==> config.mk <==
export PLATFORM = sky130hd
export DESIGN_NAME = reg_file
export DESIGN_NICKNAME = d
export VERILOG_FILES = /design/src/rtl/mips_pkg.sv /design/src/rtl/reg_read_port.sv /design/src/rtl/reg_file.sv
export SDC_FILE = /design/constraint.sdc
export NUM_CORES = 2
export LEC_CHECK = 0
export CAP_MARGIN = 20
export CORE_MARGIN = 10
export CORE_UTILIZATION = 40
export CTS_CLUSTER_SIZE = 16
export DETAILED_ROUTE_END_ITERATION = 12
export MAX_ROUTING_LAYER = met4
export SETUP_SLACK_MARGIN = 0.5
export SYNTH_ARGS = -nofsm -noshare
export SYNTH_HDL_FRONTEND = slang
export SYNTH_SLANG_ARGS = --single-unit
==> constraint.sdc <==
create_clock -name CLK -period 2.63 [get_ports CLK]
set_clock_uncertainty 0.2 [all_clocks]
set_input_delay 0.526 -clock CLK [delete_from_list [all_inputs] [get_ports CLK]]
set_output_delay 0.526 -clock CLK [all_outputs]
set_load 0.01 [all_outputs]
==> src/rtl/mips_pkg.sv <==
// Shared MIPS datapath types and constants, used by the register file,
// the operand mux and the ALU.
package mips_pkg;

   localparam int DATA_W     = 32;
   localparam int REG_ADDR_W = 5;
   localparam int NUM_REGS   = 2 ** REG_ADDR_W;

   localparam logic [REG_ADDR_W-1:0] REG_ZERO = 5'd0;

   typedef logic [REG_ADDR_W-1:0] reg_addr_t;
   typedef logic [DATA_W-1:0]     word_t;

   // True when an address names a writable register (anything but $zero).
   function automatic logic is_writable(input reg_addr_t addr);
      return addr != REG_ZERO;
   endfunction

endpackage : mips_pkg

==> src/rtl/reg_read_port.sv <==
// One combinational read port of the register file: array select,
// $zero forcing, same-cycle write-through from writeback, and reset gating.
import mips_pkg::*;

module reg_read_port #(
   parameter int DATA_W   = mips_pkg::DATA_W,
   parameter int ADDR_W   = mips_pkg::REG_ADDR_W,
   parameter int NUM_REGS = 2 ** ADDR_W
) (
   input  logic                              rst,
   input  logic [ADDR_W-1:0]                 ra,
   input  logic                              we,
   input  logic [ADDR_W-1:0]                 wa,
   input  logic [DATA_W-1:0]                 wd,
   input  logic [NUM_REGS-1:0][DATA_W-1:0]   regs,
   output logic [DATA_W-1:0]                 rd
);

   localparam logic [ADDR_W-1:0] ZERO_ADDR = ADDR_W'(REG_ZERO);

   logic ra_is_zero;
   logic bypass_hit;

   assign ra_is_zero = (ra == ZERO_ADDR);
   // Write-through only for a real write: $zero is never forwarded.
   assign bypass_hit = we && (wa == ra) && (wa != ZERO_ADDR);

   always_comb begin
      rd = '0;
      if (!rst && !ra_is_zero) begin
         if (bypass_hit) begin
            rd = wd;
         end else begin
            rd = regs[ra];
         end
      end
   end

endmodule : reg_read_port

==> src/rtl/reg_file.sv <==
// 32 x 32 MIPS register file: two asynchronous read ports with write-through
// bypass, one synchronous write port, $zero hardwired to 0.
import mips_pkg::*;

module reg_file #(
   parameter int DATA_W   = mips_pkg::DATA_W,
   parameter int ADDR_W   = mips_pkg::REG_ADDR_W,
   parameter int NUM_REGS = 2 ** ADDR_W
) (
   input  logic              CLK,
   input  logic              RST,
   input  logic [ADDR_W-1:0] RA1,
   input  logic [ADDR_W-1:0] RA2,
   input  logic [ADDR_W-1:0] WA,
   input  logic [DATA_W-1:0] WD,
   input  logic              WE,
   output logic [DATA_W-1:0] RD1,
   output logic [DATA_W-1:0] RD2
);

   localparam logic [ADDR_W-1:0] ZERO_ADDR = ADDR_W'(REG_ZERO);

   // Reads and writes are unconditional: no valid/ready, data is valid once
   // the addresses settle and a write commits on the edge it is presented.
   logic [NUM_REGS-1:0][DATA_W-1:0] regs_q;
   logic [NUM_REGS-1:0][DATA_W-1:0] regs_d;

   always_comb begin
      regs_d = regs_q;
      if (WE && (WA != ZERO_ADDR)) begin
         regs_d[WA] = WD;
      end
      regs_d[0] = '0;
   end

   // Reset dominates any write presented on the same edge.
   always_ff @(posedge CLK) begin
      if (RST) begin
         regs_q <= '0;
      end else begin
         regs_q <= regs_d;
      end
   end

   reg_read_port #(
      .DATA_W   (DATA_W),
      .ADDR_W   (ADDR_W),
      .NUM_REGS (NUM_REGS)
   ) u_read_port_1 (
      .rst  (RST),
      .ra   (RA1),
      .we   (WE),
      .wa   (WA),
      .wd   (WD),
      .regs (regs_q),
      .rd   (RD1)
   );

   reg_read_port #(
      .DATA_W   (DATA_W),
      .ADDR_W   (ADDR_W),
      .NUM_REGS (NUM_REGS)
   ) u_read_port_2 (
      .rst  (RST),
      .ra   (RA2),
      .we   (WE),
      .wa   (WA),
      .wd   (WD),
      .regs (regs_q),
      .rd   (RD2)
   );

endmodule : reg_file
==> load_flow_metrics.sql <==
INSERT INTO impl_metrics (metric_group, metric, value, unit) VALUES
('logic_synthesis', 'synth-seq-area-share', '38.6', '%'),
('logic_synthesis', 'synthDistinctLibCells', '52', ''),
('run_status', 'failed_checks', 'setup timing', ''),
('power', 'share_of_power_burned_in_the_clock_network', '44.2', '%'),
('min_path', 'worstHoldPathCells', '2', ''),
('layout', 'layout.area.seq', '19900', 'sq um'),
('logic_synthesis', 'synth_nets', '6368', ''),
('power', 'total_switching_power', '9.74', 'mW'),
('routing', 'antenna_left', '0', ''),
('clock_tree', 'clock_sinks', '992', ''),
('clock_tree', 'cts-hold-fix-buffers', '0', ''),
('layout', 'final_core_utilization', '54.9', '%'),
('clock_tree', 'numCtsBuffers', '106', ''),
('place', 'post-dp-hpwl', '145', 'mm'),
('logic_synthesis', 'yosys_warnings', '0', ''),
('routing', 'post_drt_wl_per_cell', '24.3', 'um'),
('power', 'power_per_cell_area', '517', 'nW/um^2'),
('clock_tree', 'cts-root-to-sink-buffers', '3', ''),
('layout', 'area_occupied_by_multi_input_gates', '30800', 'sq um'),
('routing', 'drt-vias-per-instance', '5.90', ''),
('critical_path', 'crit_fanout', '9', ''),
('clock_tree', 'clk_pin_slew_worst_paths', '60', 'ps'),
('run_status', 'outcome', 'finished with violations', ''),
('global_routing', 'grt_antenna_before_repair', '3', ''),
('floorplanning', 'die_height', '378', 'um'),
('layout', 'post_route_cells_drive_above_1_share', '30.0', '%'),
('floorplanning', 'placement_rows', '131', ''),
('global_routing', 'first_global_vias', '50100', ''),
('routing', 'detailedRoute.firstIterationViolations', '6471', ''),
('power', 'share_comb_of_total_power', '13.8', '%'),
('clock_tree', 'cts_tree', 'built', ''),
('floorplanning', 'floorplan.initialDensity', '40.3', '%'),
('power', 'switching_share', '26.9', '%'),
('critical_path', 'reg2regPathDepth', '4', ''),
('routing', 'drc_errors', '0', ''),
('critical_path', 'worst_setup_path_end_kind', 'output port', ''),
('layout', 'area_growth_from_synthesis_to_layout', '36.2', '%'),
('timing', 'report.final.slew_viol_count', '0', ''),
('place', 'placement.io_buffers', '113', ''),
('critical_path', 'critPathLaunchType', 'input port', ''),
('floorplanning', 'fp.coreArea', '128000', 'sq um'),
('clock_tree', 'htree_num_levels', '3', ''),
('global_routing', 'grt_first_pass_wirelength', '317', 'mm'),
('critical_path', 'timing.critical_path.cells', 'clkbuf_8 > buf_4 > xnor2_1 > nand3_1 > nor3_2 > nor2_4 > buf_12 > buf_12 > buf_16 > a32o_2 > buf_6', ''),
('layout', 'num-fill-cells', '11300', ''),
('critical_path', 'path_common_cell', 'buf_12', ''),
('critical_path', 'data_required_time_at_the_worst_endpoint', '1900', 'ps'),
('logic_synthesis', 'syn_avg_cell_area', '8.13', 'sq um'),
('layout', 'biggestRegsByFlops', 'regs_q x992', ''),
('power', 'p_int', '26.5', 'mW'),
('timing', 'max_freq', '297', 'MHz'),
('routing', 'tritonroute_pass_1_iters', '7', ''),
('flow_run', 'cap_viol_max_count', '0', ''),
('layout', 'num-nets-final', '7156', ''),
('routing', 'num_vias', '52200', ''),
('layout', 'largest_reg_flops', '992', ''),
('critical_path', 'critPathMaxStageDelay', '310', 'ps'),
('timing', 'worst_setup_slack_final', '-733', 'ps'),
('clock_tree', 'cts_root_buf', 'clkbuf_16', ''),
('critical_path', 'worst-setup-path-type', 'in2out', ''),
('timing', 'rsz0062_at_grt', 'yes', ''),
('timing', 'final_report_setup_violation_count', '64', ''),
('timing', 'holdWs', '263', 'ps'),
('power', 'ir_drop', '0.551', 'mV'),
('timing', 'period_needed', '3360', 'ps'),
('critical_path', 'timing.critical_path.arrival', '2640', 'ps'),
('timing', 'post-route-period-util', '128', '%'),
('power', 'pwr-share-seq', '42.0', '%'),
('global_routing', 'gr_overflow_total', '0', ''),
('floorplanning', 'fp.dieW', '378', 'um'),
('place', 'place.detailed.instances', '8594', '');
[critical path, delay by kind of cell]
family | cells | cell delay, ps
buffers and inverters | 6 | 910
XOR/XNOR | 1 | 260
AO/OA/AOI/OAI | 1 | 270
AND/OR/NAND/NOR | 3 | 640
[layer usage]
metal | global-route usage (%) | up-vias | routed length [um]
met5 | - | - | 0
met4 | 12.2 | 0 | 8380
met3 | 5.49 | 551 | 22000
met2 | 45.3 | 2827 | 97300
met1 | 37.9 | 25300 | 87200
li1 | - | 23600 | -
[logic make-up (layout without fill, tap and decap cells)]
family / after synthesis / after routing / synth area share [%]
and+or+nand+nor: 2309 / 2309 / 17.4
AOI/OAI and AO/OA: 1627 / 1627 / 18.5
DFF: 992 / 992 / 38.6
muxes: 701 / 701 / 19.5
buffers and inverters: 679 / 1554 / 5.79
xor gates and xnor gates: 10 / 10 / 0.185
other: 0 / 2 / 0
[power groups by stage]
stage | logic (mW) | registers [mW] | clock network (mW)
2_1_floorplan | 2.13 | 15.5 | 0
3_3_place_gp | 4.33 | 15.5 | 0
3_5_place_dp | 4.32 | 15.5 | 0
4_1_cts | 4.71 | 15.2 | 16.1
5_1_grt | 5.14 | 15.2 | 16.6
6_report | 4.99 | 15.2 | 16.0
[final cells by class]
| cell class | count | area share (%) |
|---|---|---|
| Antenna cell | 2 | 0.00715 |
| Clock buffer | 149 | 4.37 |
| Clock inverter | 46 | 0.840 |
| Inverter | 1 | 0.00536 |
| Multi-Input combinational cell | 4647 | 43.9 |
| Sequential cell | 992 | 28.4 |
| Tap cell | 1662 | 2.97 |
| Timing Repair Buffer | 1358 | 19.4 |
[worst paths after layout]
check	startpoint	endpoint	slack, ps
max	RA1[1]	RD1[15]	-730
min	regs_q[724]	regs_q[724]	260
max reg2reg	regs_q[533]	regs_q[533]	1620
min reg2reg	regs_q[724]	regs_q[724]	260
[repair_timing]
| action | 4_1_cts | 5_1_grt |
|---|---|---|
| endpoints found under the hold margin | 0 | 0 |
| endpoints found under the setup margin | 69 | 64 |
| resized for setup | 648 | 147 |
| gates cloned | 13 | 4 |
| buffers inserted | 37 | 12 |
| pin swaps | 77 | 63 |
[stage by stage]
step / setup WS, ps / TNS, ps / area, sq um
final: -733 / -39580 / 70000
after floorplan: -51.7 / -2720 / 51700
after detailed placement: -1890 / -186970 / 63300
after global routing: -730 / -40360 / 70000
after global placement: -1860 / -180210 / 63300
after CTS: -671 / -36270 / 69100
[synthesized netlist by cell type, drive strengths merged]
| library cell | count | area share (%) |
|---|---|---|
| mux2i | 375 | 7.3 |
| a22o | 32 | 0.55 |
| xor2 | 2 | 0.034 |
| or3b | 2 | 0.034 |
| nand3b | 6 | 0.088 |
| buf | 196 | 2.3 |
| and2 | 6 | 0.073 |
| a32o | 31 | 0.60 |
| a211oi | 32 | 0.47 |
| nor3b | 3 | 0.054 |
| nor2 | 72 | 0.54 |
| or2 | 4 | 0.049 |
| o41ai | 1 | 0.032 |
| a31oi | 93 | 1.1 |
| nand3 | 7 | 0.068 |
| or4 | 1 | 0.022 |
| dfxtp | 992 | 39 |
| inv | 1 | 0.0073 |
| xnor2 | 8 | 0.15 |
| nand2 | 2153 | 16 |
| and3 | 2 | 0.024 |
| or3 | 1 | 0.022 |
| a21oi | 1057 | 10 |
| a22oi | 156 | 2.3 |
| nor2b | 41 | 0.50 |
| and3b | 2 | 0.034 |
| o221ai | 31 | 0.53 |
| o22ai | 62 | 0.75 |
| nor4 | 2 | 0.049 |
| a221o | 32 | 0.62 |
| mux4 | 231 | 10 |
| nor3 | 3 | 0.029 |
| a2111oi | 31 | 0.53 |
| a221oi | 2 | 0.034 |
| clkbuf | 482 | 3.5 |
| a31o | 1 | 0.017 |
| o31ai | 2 | 0.056 |
| nand2b | 4 | 0.049 |
| o21ai | 64 | 0.62 |
| mux2 | 95 | 2.1 |
[placed cells by master (no fill, tap or decap), types with 26 or more instances in the layout]
cell type,count
mux4_2,231
nor2b_1,27
a21oi_1,1055
clkbuf_16,113
buf_6,97
nand2_1,2132
o21ai_0,30
o22ai_1,56
nor2_1,31
a22oi_1,138
a31oi_4,45
buf_12,197
nor2_4,33
dfxtp_1,953
mux2_2,94
buf_4,973
clkdlybuf4s50_1,32
dfxtp_2,39
mux2i_1,374
a22o_1,32
a32o_2,26
a221o_1,32
Power figures use the tool's default switching activity.
